--- config.mk ---
export PLATFORM = sky130hd
export DESIGN_NAME = weighted_lottery_arbiter
export DESIGN_NICKNAME = d
export VERILOG_FILES = /design/src/rtl/lottery_pkg.sv /design/src/rtl/lottery_lfsr.sv /design/src/rtl/weighted_lottery_arbiter.sv
export SDC_FILE = /design/constraint.sdc
export NUM_CORES = 1
export LEC_CHECK = 0
export ABC_AREA = 1
export ABC_CLOCK_PERIOD_IN_PS = 11500
export CORE_MARGIN = 5
export CORE_UTILIZATION = 45
export DETAILED_ROUTE_END_ITERATION = 8
export GPL_TIMING_DRIVEN = 0
export RECOVER_POWER = 50
export SYNTH_ARGS = -nofsm -noshare
export SYNTH_HDL_FRONTEND = slang
export SYNTH_SLANG_ARGS = --single-unit
--- constraint.sdc ---
create_clock -name in_clock -period 11.5 [get_ports in_clock]
set_input_delay 2.875 -clock in_clock [delete_from_list [all_inputs] [get_ports in_clock]]
set_output_delay 2.875 -clock in_clock [all_outputs]
set_load 0.02 [all_outputs]
--- src/rtl/lottery_pkg.sv ---
// Shared types and constants for the weighted lottery arbiter: FSM states,
// requester count, Galois LFSR tap mask and a one-hot helper.
package lottery_pkg;

  typedef enum logic [1:0] {IDLE, DRAW, GRANT} state_e;

  localparam int NUM_REQ = 4;

  // x^16 + x^14 + x^13 + x^11 + 1 for a right-shifting Galois LFSR
  localparam logic [15:0] LFSR_TAPS = 16'hB400;

  function automatic logic [NUM_REQ-1:0] onehot(input logic [1:0] idx);
    logic [NUM_REQ-1:0] vec;
    vec = '0;
    vec[idx] = 1'b1;
    return vec;
  endfunction

endpackage

--- src/rtl/lottery_lfsr.sv ---
// 16-bit Galois LFSR with seed load (priority), zero-seed guard and
// enable-gated advance; the seed is also loaded under synchronous reset.
module lottery_lfsr
  import lottery_pkg::*;
#(
  parameter int LFSR_WIDTH = 16
) (
  input  logic                  clk_i,
  input  logic                  srst_i,
  input  logic                  en_i,
  input  logic                  seed_load_i,
  input  logic [LFSR_WIDTH-1:0] seed_i,
  output logic [LFSR_WIDTH-1:0] lfsr_o
);

  logic [LFSR_WIDTH-1:0] lfsr_q, lfsr_d, seed_nz;

  // An all-zero state would lock the LFSR, so a zero seed becomes 1.
  assign seed_nz = (seed_i == '0) ? LFSR_WIDTH'(1) : seed_i;

  always_comb begin
    lfsr_d = lfsr_q;
    if (seed_load_i) begin
      lfsr_d = seed_nz;
    end else if (en_i) begin
      lfsr_d = (lfsr_q >> 1) ^ (lfsr_q[0] ? LFSR_TAPS : '0);
    end
  end

  always_ff @(posedge clk_i) begin
    if (srst_i) lfsr_q <= seed_nz;
    else        lfsr_q <= lfsr_d;
  end

  assign lfsr_o = lfsr_q;

endmodule

--- src/rtl/weighted_lottery_arbiter.sv ---
// Four-way weighted lottery arbiter: IDLE -> DRAW -> GRANT with hold limit and
// release handshake. Define LOTTERY_STARVATION_GUARD_EN to add per-requester aging.
module weighted_lottery_arbiter
  import lottery_pkg::*;
#(
  parameter int WIDTH      = 10,
  parameter int LFSR_WIDTH = 16,
  parameter int MAX_HOLD   = 15,
  parameter int AGE_LIMIT  = 8
) (
  input  logic                  in_clock,
  input  logic                  in_reset,
  input  logic                  in_enable,
  input  logic [LFSR_WIDTH-1:0] in_seed,
  input  logic                  in_seed_load,
  input  logic [NUM_REQ-1:0]    in_req,
  input  logic [WIDTH:0]        in_weight0,
  input  logic [WIDTH:0]        in_weight1,
  input  logic [WIDTH:0]        in_weight2,
  input  logic [WIDTH:0]        in_weight3,
  input  logic                  in_release,
  output logic [NUM_REQ-1:0]    out_grant,
  output logic [1:0]            out_segment_number,
  output logic                  out_busy,
  output logic                  out_timeout
);

  localparam int TW = WIDTH + 3;
  localparam int PW = LFSR_WIDTH + TW;
  localparam int HW = $clog2(MAX_HOLD + 1);

  if (LFSR_WIDTH != 16 || MAX_HOLD < 1 || AGE_LIMIT < 1) begin : g_cfg_check
    $error("weighted_lottery_arbiter: unsupported parameter set");
  end

  state_e               state_q, state_d;
  logic [NUM_REQ-1:0]   elig, elig_q, elig_d, grant_q, grant_d;
  logic [WIDTH:0]       weight_in [NUM_REQ];
  logic [WIDTH:0]       weight_q  [NUM_REQ];
  logic [WIDTH:0]       weight_d  [NUM_REQ];
  logic [1:0]           seg_q, seg_d, win;
  logic [HW-1:0]        hold_q, hold_d;
  logic                 timeout_q, timeout_d;
  logic [LFSR_WIDTH-1:0] lfsr;
  logic [TW-1:0]        cum [NUM_REQ];
  logic [TW-1:0]        pick;

  assign weight_in[0] = in_weight0;
  assign weight_in[1] = in_weight1;
  assign weight_in[2] = in_weight2;
  assign weight_in[3] = in_weight3;

  for (genvar gi = 0; gi < NUM_REQ; gi++) begin : g_elig
    assign elig[gi] = in_req[gi] && (weight_in[gi] != '0);
  end

  lottery_lfsr #(.LFSR_WIDTH(LFSR_WIDTH)) u_lfsr (
    .clk_i       (in_clock),
    .srst_i      (in_reset),
    .en_i        (in_enable),
    .seed_load_i (in_seed_load),
    .seed_i      (in_seed),
    .lfsr_o      (lfsr)
  );

`ifdef LOTTERY_STARVATION_GUARD_EN
  localparam int MW = $clog2(AGE_LIMIT + 1);
  logic [MW-1:0]      miss_q [NUM_REQ];
  logic [MW-1:0]      miss_d [NUM_REQ];
  logic [NUM_REQ-1:0] starved;

  for (genvar gi = 0; gi < NUM_REQ; gi++) begin : g_starved
    assign starved[gi] = elig_q[gi] && (miss_q[gi] >= MW'(AGE_LIMIT));
  end

  // Miss counters saturate at AGE_LIMIT; dropping the request forgives history.
  always_comb begin
    for (int i = 0; i < NUM_REQ; i++) begin
      miss_d[i] = miss_q[i];
      if (!in_req[i]) begin
        miss_d[i] = '0;
      end else if (state_q == DRAW) begin
        if (win == 2'(i))                                     miss_d[i] = '0;
        else if (elig_q[i] && miss_q[i] != MW'(AGE_LIMIT))    miss_d[i] = miss_q[i] + 1'b1;
      end
    end
  end

  always_ff @(posedge in_clock) begin
    for (int i = 0; i < NUM_REQ; i++) begin
      if (in_reset) miss_q[i] <= '0;
      else          miss_q[i] <= miss_d[i];
    end
  end
`endif

  // Draw uses the weights latched on leaving IDLE, so later weight changes wait.
  always_comb begin
    logic [TW-1:0] acc;
    logic          found;
    acc = '0;
    for (int i = 0; i < NUM_REQ; i++) begin
      if (elig_q[i]) acc = acc + TW'(weight_q[i]);
      cum[i] = acc;
    end
    pick  = TW'((PW'(lfsr) * PW'(cum[NUM_REQ-1])) >> LFSR_WIDTH);
    win   = '0;
    found = 1'b0;
    for (int i = 0; i < NUM_REQ; i++) begin
      if (!found && elig_q[i] && pick < cum[i]) begin
        win   = 2'(i);
        found = 1'b1;
      end
    end
`ifdef LOTTERY_STARVATION_GUARD_EN
    found = 1'b0;
    for (int i = 0; i < NUM_REQ; i++) begin
      if (!found && starved[i]) begin
        win   = 2'(i);
        found = 1'b1;
      end
    end
`endif
  end

  always_comb begin
    state_d   = state_q;
    elig_d    = elig_q;
    weight_d  = weight_q;
    grant_d   = grant_q;
    seg_d     = seg_q;
    hold_d    = hold_q;
    timeout_d = 1'b0;
    case (state_q)
      IDLE: begin
        if (in_enable && |elig) begin
          state_d  = DRAW;
          elig_d   = elig;
          weight_d = weight_in;
        end
      end
      DRAW: begin
        grant_d = onehot(win);
        seg_d   = win;
        hold_d  = '0;
        state_d = GRANT;
      end
      GRANT: begin
        hold_d = hold_q + 1'b1;
        // Explicit or implicit release outranks a coincident timeout.
        if (in_release || !in_req[seg_q]) begin
          state_d = IDLE;
          grant_d = '0;
        end else if (hold_q == HW'(MAX_HOLD - 1)) begin
          state_d   = IDLE;
          grant_d   = '0;
          timeout_d = 1'b1;
        end
      end
      default: state_d = IDLE;
    endcase
  end

  always_ff @(posedge in_clock) begin
    if (in_reset) begin
      state_q   <= IDLE;
      elig_q    <= '0;
      grant_q   <= '0;
      seg_q     <= '0;
      hold_q    <= '0;
      timeout_q <= 1'b0;
      for (int i = 0; i < NUM_REQ; i++) weight_q[i] <= '0;
    end else begin
      state_q   <= state_d;
      elig_q    <= elig_d;
      grant_q   <= grant_d;
      seg_q     <= seg_d;
      hold_q    <= hold_d;
      timeout_q <= timeout_d;
      weight_q  <= weight_d;
    end
  end

  assign out_grant          = grant_q;
  assign out_segment_number = seg_q;
  assign out_busy           = (state_q != IDLE);
  assign out_timeout        = timeout_q;

endmodule

### Word level (Yosys, flattened, before mapping)

Cells that the tools add are included.
Widths: inputs -> output; s select.

* output and inout bits: 8
* bits in registers: 77
* word-level logic and storage cells: 90
* input port bits: 69

* magnitude comparators: 7
* multiply operators: 1
* reduce and logical (&&, ||, !) cells: 32
* bitwise gates (word level): 2
* multiplexer cells: 28
* add/subtract/negate cells: 4
* equality and inequality tests: 5

Operators with widths (number)
* $mux 16: 5
* $reduce_bool 11->1: 4
* $add 13x11->13: 3
* $lt 13x13->1: 3
* $mux 13: 3
* $mul 16x13->29: 1
* $logic_not 16->1: 1
* $pmux 4 s2: 2
* $xor 15x16->16: 1
* $logic_and 1x1->1: 13
* $lt 13x11->1: 1
* $mux 11: 1
* $mux 2: 5
* $mux 4: 2
* $mux 1: 7
* $lt 2x3->1 const B: 2
* $pmux 2 s3: 1
* $reduce_and 2->1: 3
* $add 4x1->4 const B: 1
* $eq 4x4->1 const B: 1
* $logic_not 1->1: 4
* $reduce_bool 2->1: 2
* $reduce_or 4->1: 1
* $ne 3x3->1 const B: 1
* other kinds (11): 11

### Longest topological paths before layout

* depth after elaboration: 28
* mapped depth: 66
* mapped depth without buffers: 65

### Hierarchy

A second synthesis with hierarchy kept.

* cells, all modules: 1715
* area total of the unflattened synthesis: 12600.8 sq um

By module, submodules not included
* weighted_lottery_arbiter: sequential area each 1221.2 sq um, cells an instance 1630, area each 11821.3 sq um, times used 1
* lottery_lfsr: sequential area each 480.5 sq um, cells an instance 85, area each 779.5 sq um, times used 1

### Least setup slack after synthesis

Ideal clock, no wire load.

* kind: register -> register
* start: register elig_q[0]
* end: register grant_q[2], in the netlist out_grant[2]
* clock period less this slack: 10265 ps
* buffers on the path: 2
* arrival time: 10194 ps
* setup time: 71 ps
* stages on the path, launching flop included: 65
* setup slack: 1235 ps
* required time: 11429 ps
* cells stage by stage: dfxtp_1 -> buf_6 -> nand2_2 -> inv_1 -> ha_1 -> inv_1 -> fa_1 -> nand3b_1 -> a31oi_1 -> nand3_1 -> nand3_1 -> nand2_1 -> xor2_1 -> nand2_1 -> o21ai_0 -> inv_1 -> ha_1 -> nand2_1 -> [29 not listed] -> o21ai_0 -> inv_1 -> nand2_1 -> nand4_1 -> o211ai_1 -> xor2_1 -> ha_1 -> a21oi_1 -> nor2_1 -> a211oi_1 -> o21ai_0 -> nand2_1 -> nand3_1 -> a21oi_1 -> o21ai_0 -> inv_1 -> nand4_1 -> a21oi_1

* word-level cells in the longest chain between the ends: 28
* elaborated cells between the ends (all ways): 34
* those cells by class: add/sub: 3; mul: 1; order compare: 6; mux: 13; reduce/logical: 11

RTL lines
* from (decl): RTL line weighted_lottery_arbiter.sv:37 `logic [NUM_REQ-1:0] elig, elig_q, elig_d, grant_q, grant_d;`
* from (signal assigned): RTL line weighted_lottery_arbiter.sv:175 `elig_q <= elig_d;`
* $mux 11: RTL line weighted_lottery_arbiter.sv:103 `if (elig_q[i]) acc = acc + TW'(weight_q[i]);`
* $add 13x11->13: RTL line weighted_lottery_arbiter.sv:103
* $mux 13: RTL line weighted_lottery_arbiter.sv:103
* $add 13x11->13: RTL line weighted_lottery_arbiter.sv:103
* $mux 13: RTL line weighted_lottery_arbiter.sv:103
* $add 13x11->13: RTL line weighted_lottery_arbiter.sv:103
* $mux 13: RTL line weighted_lottery_arbiter.sv:103
* $mul 16x13->29: RTL line weighted_lottery_arbiter.sv:106 `pick = TW'((PW'(lfsr) * PW'(cum[NUM_REQ-1])) >> LFSR_WIDTH);`
* [11 not listed]
* $logic_not 1->1: RTL line weighted_lottery_arbiter.sv:110 `if (!found && elig_q[i] && pick < cum[i]) begin`
* $logic_and 1x1->1 (2 in series): RTL line weighted_lottery_arbiter.sv:110
* $mux 2 *: RTL line weighted_lottery_arbiter.sv:110
* $lt 2x3->1 (implied by the code) or $ge 2x1->1 (tied branches): RTL line lottery_pkg.sv:15 `vec[idx] = 1'b1;`
* $logic_and 1x1->1 (implied by the code): RTL line lottery_pkg.sv:15
* $mux 1 (implied by the code): RTL line lottery_pkg.sv:15
* $demux 1 s2 *: RTL line lottery_pkg.sv:15
* $pmux 4 s2 *: RTL line weighted_lottery_arbiter.sv:134 `case (state_q)`
* to (signal assigned): RTL line weighted_lottery_arbiter.sv:176 `grant_q <= grant_d;`
* to (decl): RTL line weighted_lottery_arbiter.sv:37

Mark *: on every way between the ends. The rest lies on a longest branch, timed or not.
A chain may end at the register's enable or synchronous reset.

### Worst setup path in the final report

* start: register elig_q[0]
* end: register seg_q[0], in the netlist out_segment_number[0]

* word-level cells in the longest chain between the ends: 23
* elaborated cells between the ends (all ways): 28
* those cells by class: add/sub: 3; mul: 1; order compare: 4; mux: 10; reduce/logical: 10

RTL lines
* $mux 11: RTL line weighted_lottery_arbiter.sv:103
* $add 13x11->13: RTL line weighted_lottery_arbiter.sv:103
* $mux 13: RTL line weighted_lottery_arbiter.sv:103
* $add 13x11->13: RTL line weighted_lottery_arbiter.sv:103
* $mux 13: RTL line weighted_lottery_arbiter.sv:103
* $add 13x11->13: RTL line weighted_lottery_arbiter.sv:103
* $mux 13: RTL line weighted_lottery_arbiter.sv:103
* $mul 16x13->29: RTL line weighted_lottery_arbiter.sv:106
* [4 not listed]
* $logic_and 1x1->1 (2 in series): RTL line weighted_lottery_arbiter.sv:110
* $mux 1: RTL line weighted_lottery_arbiter.sv:110
* $logic_not 1->1: RTL line weighted_lottery_arbiter.sv:110
* $logic_and 1x1->1 (2 in series): RTL line weighted_lottery_arbiter.sv:110
* $mux 1: RTL line weighted_lottery_arbiter.sv:110
* $logic_not 1->1: RTL line weighted_lottery_arbiter.sv:110
* $logic_and 1x1->1 (2 in series): RTL line weighted_lottery_arbiter.sv:110
* $mux 2 *: RTL line weighted_lottery_arbiter.sv:110
* to (signal assigned): RTL line weighted_lottery_arbiter.sv:177 `seg_q <= seg_d;`
* to (decl): RTL line weighted_lottery_arbiter.sv:41 `logic [1:0] seg_q, seg_d, win;`

Marks and branches as above.

==> results by group <==
Clock network
  – Post-CTS Hold Buffers: 0
  – CTS clk-pin slew, worst paths: 0.08 ns
  – CTS buffer count: 9
  – Root buf cell: clkbuf_16
  – Maximum clock insertion buffer count: 2
  – Clock H-tree levels: 3
  – Skew-Pair Late Insertion Delay: 0.36 ns
  – Clock Sinks: 77
  – TritonCTS clock tree: built

Floorplan
  – Top Ports: 77
  – Die span in x: 178 microns
  – Die H: 178 microns
  – Num rows: 61
  – Starting Density: 45.7%
  – Core Footprint: 27800 sq um
  – Die area: 31700 sq um

Yosys
  – Seq/Total Area, Yosys: 13.4%
  – Cells after synthesis: 1713
  – Main synth FF type: dfxtp_1
  – Syn_nets: 2090
  – Flops & latches, synth: 77
  – Post-synth ARST share: 0%
  – Yosys cell types: 52
  – Ys Warns: 0
  – Syn Area/Cell: 7.41 sq um
  – Netlist area before placement: 12700 sq um
  – Number of synthesized flops with an enable pin: 16

Placed design
  – Post-Place Setup Slack: -0.796 ns
  – DP Cell Count: 2167
  – Post-DP HPWL: 31100 microns
  – Gpl congestion: 0.907
  – Port bufs: 76

STA
  – Final worst slack: 0.703 ns
  – Worst Skew: 0.0145 ns
  – Worst-Margin Slew: 0.896 ns
  – Achievable Freq: 92.6 MHz
  – Final Cycle Share: 93.9%
  – Endpoints failing hold: 0
  – Fin. max-slew vios: 0
  – Sum of negative setup slack: 0 ns
  – Slew margin rel.: 39.5%
  – Worst hold slack: 0.474 ns
  – Final setup fails: 0
  – Min Tclk post-route: 10.80 ns

Global route
  – Initial antenna violation count: 0
  – Global-route wire length before repair: 60700 microns
  – Grt ovf: 0
  – Largest net degree at the start of global routing: 19
  – Total track usage: 24.5%
  – Vias in the first global route: 11600

Route
  – Starting DRT DRC Count: 840
  – DRC violations left: 0
  – WL per Instance: 17.0 microns
  – Vias: 11500
  – Drt first pass iters: 5
  – Antenna-violating nets left: 0
  – Total wire length: 37400 microns
  – Vias per Instance: 5.23

Finish
  – Fraction of layout cells with a size suffix above 1: 9.06%
  – P&R area growth vs syn: 15.8%
  – Layout Cells excl Fill: 2199
  – Final nets: 2193
  – # diodes: 0

Critical path
  – Worst EP arrival: 11.04 ns
  – CP Data Required Time: 11.74 ns
  – Crit end category: flop
  – Most used cell, CP: inv_1
  – Largest stage delay, worst path: 0.56 ns
  – Class of the most critical setup path: flop to flop
  – Reg2reg path depth: 59
  – Crit Path Max Fanout: 10
  – CP max-delay cell: fa_1
  – Element type at the critical path start: flop

Worst hold path
  – Worst min path class: flop to flop
  – WHS Path Cells: 2

Run
  – Max-cap violations: 0

Run status
  – Outcome: complete, no violations
what timing repair did:
action | in CTS | in global routing
setup buffers | 5 | 11
resized for setup | 17 | 70
pin swaps | 5 | 23
setup endpoints to repair | 6 | 6
area by class of cell:
cell class	count	area [sq um]
Timing Repair Buffer	92	881
Multi-Input combinational cell	1234	9750
Fill cell	2823	13100
Clock inverter	7	83.8
Buffer	51	246
Sequential cell	77	1710
Tap cell	378	473
Clock buffer	9	225
Inverter	351	1330
cell usage after synthesis (3+ instances only):
| cell | number | share of area, % |
|---|---|---|
| inv_1 | 336 | 9.9 |
| nand2_1 | 322 | 9.5 |
| nor2_1 | 186 | 5.5 |
| fa_1 | 156 | 25 |
| ha_1 | 152 | 15 |
| o21ai_0 | 96 | 3.8 |
| a21oi_1 | 89 | 3.5 |
| dfxtp_1 | 61 | 9.6 |
| nand3_1 | 61 | 2.4 |
| clkbuf_1 | 35 | 1.0 |
| nand4_1 | 17 | 0.84 |
| edfxtp_1 | 16 | 3.8 |
| xor2_1 | 15 | 1.0 |
| nor4_1 | 14 | 0.69 |
| nor2_2 | 13 | 0.64 |
| inv_2 | 11 | 0.33 |
| nand2_2 | 11 | 0.54 |
| nor3_1 | 9 | 0.35 |
| xnor2_1 | 9 | 0.62 |
| a31oi_1 | 7 | 0.35 |
| o21ai_1 | 7 | 0.28 |
| buf_1 | 6 | 0.18 |
| nand3_2 | 6 | 0.47 |
| nand3b_1 | 6 | 0.35 |
| o21bai_1 | 6 | 0.35 |
| or2_2 | 6 | 0.30 |
| a211oi_1 | 5 | 0.30 |
| buf_2 | 5 | 0.20 |
| o21ai_2 | 5 | 0.35 |
| clkinv_1 | 4 | 0.12 |
| nand2_4 | 4 | 0.35 |
| o41ai_1 | 4 | 0.28 |
| buf_4 | 3 | 0.18 |
| o211ai_1 | 3 | 0.18 |
| o21a_1 | 3 | 0.18 |
state kept, by name, summed over array words and instances, names as in the netlist:
name / cells
weight_q: 44
u_lfsr.lfsr_o: 16
elig_q: 4
hold_q: 4
out_grant: 4
out_segment_number: 2
state_q: 2
out_timeout: 1
final timing paths:
check	startpoint	end	slack (ns)
setup reg to reg	elig_q[0]$_SDFFE_PP0P_	out_segment_number[0]$_SDFFE_PP0N_	0.70
setup / recovery	elig_q[0]$_SDFFE_PP0P_	out_segment_number[0]$_SDFFE_PP0N_	0.70
hold reg to reg	out_grant[0]$_SDFFE_PP0P_	out_grant[0]$_SDFFE_PP0P_	0.47
hold / removal	out_grant[0]$_SDFFE_PP0P_	out_grant[0]$_SDFFE_PP0P_	0.47
logic make-up (layout without fill, tap and decap cells):
logic type / after synthesis / in the layout / share of synthesized area, %
AOI/OAI and AO/OA: 238 / 238 / 10.5
xor gates and xnor gates: 26 / 26 / 1.91
buffers and inverters: 402 / 510 / 12.1
DFF: 77 / 77 / 13.4
adders and majority gates: 308 / 308 / 39.6
muxes: 1 / 1 / 0.0887
and+or+nand+nor: 661 / 661 / 22.3
critical path, delay by kind of cell, from the launching register on:
family / cells / cell delay, ns
flip-flops: 1 / 0.38
buffers and inverters: 14 / 1.14
XOR/XNOR: 3 / 0.57
AO/OA/AOI/OAI: 13 / 2.36
adder cells (fa/ha/maj): 11 / 4.29
AND/OR/NAND/NOR: 18 / 1.90
cells in the final DEF (no fill, tap or decap), types with 4 or more instances in the layout:
master,n
clkbuf_16,9
dfxtp_1,60
buf_4,19
nand4_1,17
fa_1,155
a21oi_2,14
or2_2,6
inv_2,13
o41ai_1,4
o21bai_1,5
nor4_1,14
nor3_1,9
buf_2,4
o21ai_2,13
a31oi_1,6
dlygate4sd3_1,11
o21ai_0,82
nand3_2,9
buf_1,6
a21oi_1,77
ha_4,6
nor2_2,17
o21ai_1,12
clkbuf_1,35
xor2_1,12
nand2_4,6
inv_1,331
nand3_1,57
nand3b_1,6
nor2_1,181
nand2_2,13
clkdlybuf4s50_1,65
clkinv_1,4
xnor2_1,7
xor2_2,5
a211oi_1,5
nand2_1,318
ha_1,146
edfxtp_1,16
through the flow:
step	cell area [sq um]	utilization, %
floorplan	12700	-
global route	14700	52.9
global placement	13900	50.1
detailed placement	13900	50.1
finish	14700	52.9
CTS	14300	51.6
layer usage:
layer | routed length [microns] | up-vias | share of wire, % | GRT usage (%)
li1 | - | 5564 | - | -
met1 | 16500 | 5569 | 44 | 33.7
met2 | 17800 | 314 | 48 | 41.0
met3 | 2230 | 49 | 6.0 | 3.17
met4 | 813 | 0 | 2.2 | 6.22
met5 | 0 | - | 0 | 0
Power is left out: the tool's default activity adds up to more than one toggle a clock period on the data nets, which glitch-free logic cannot reach.
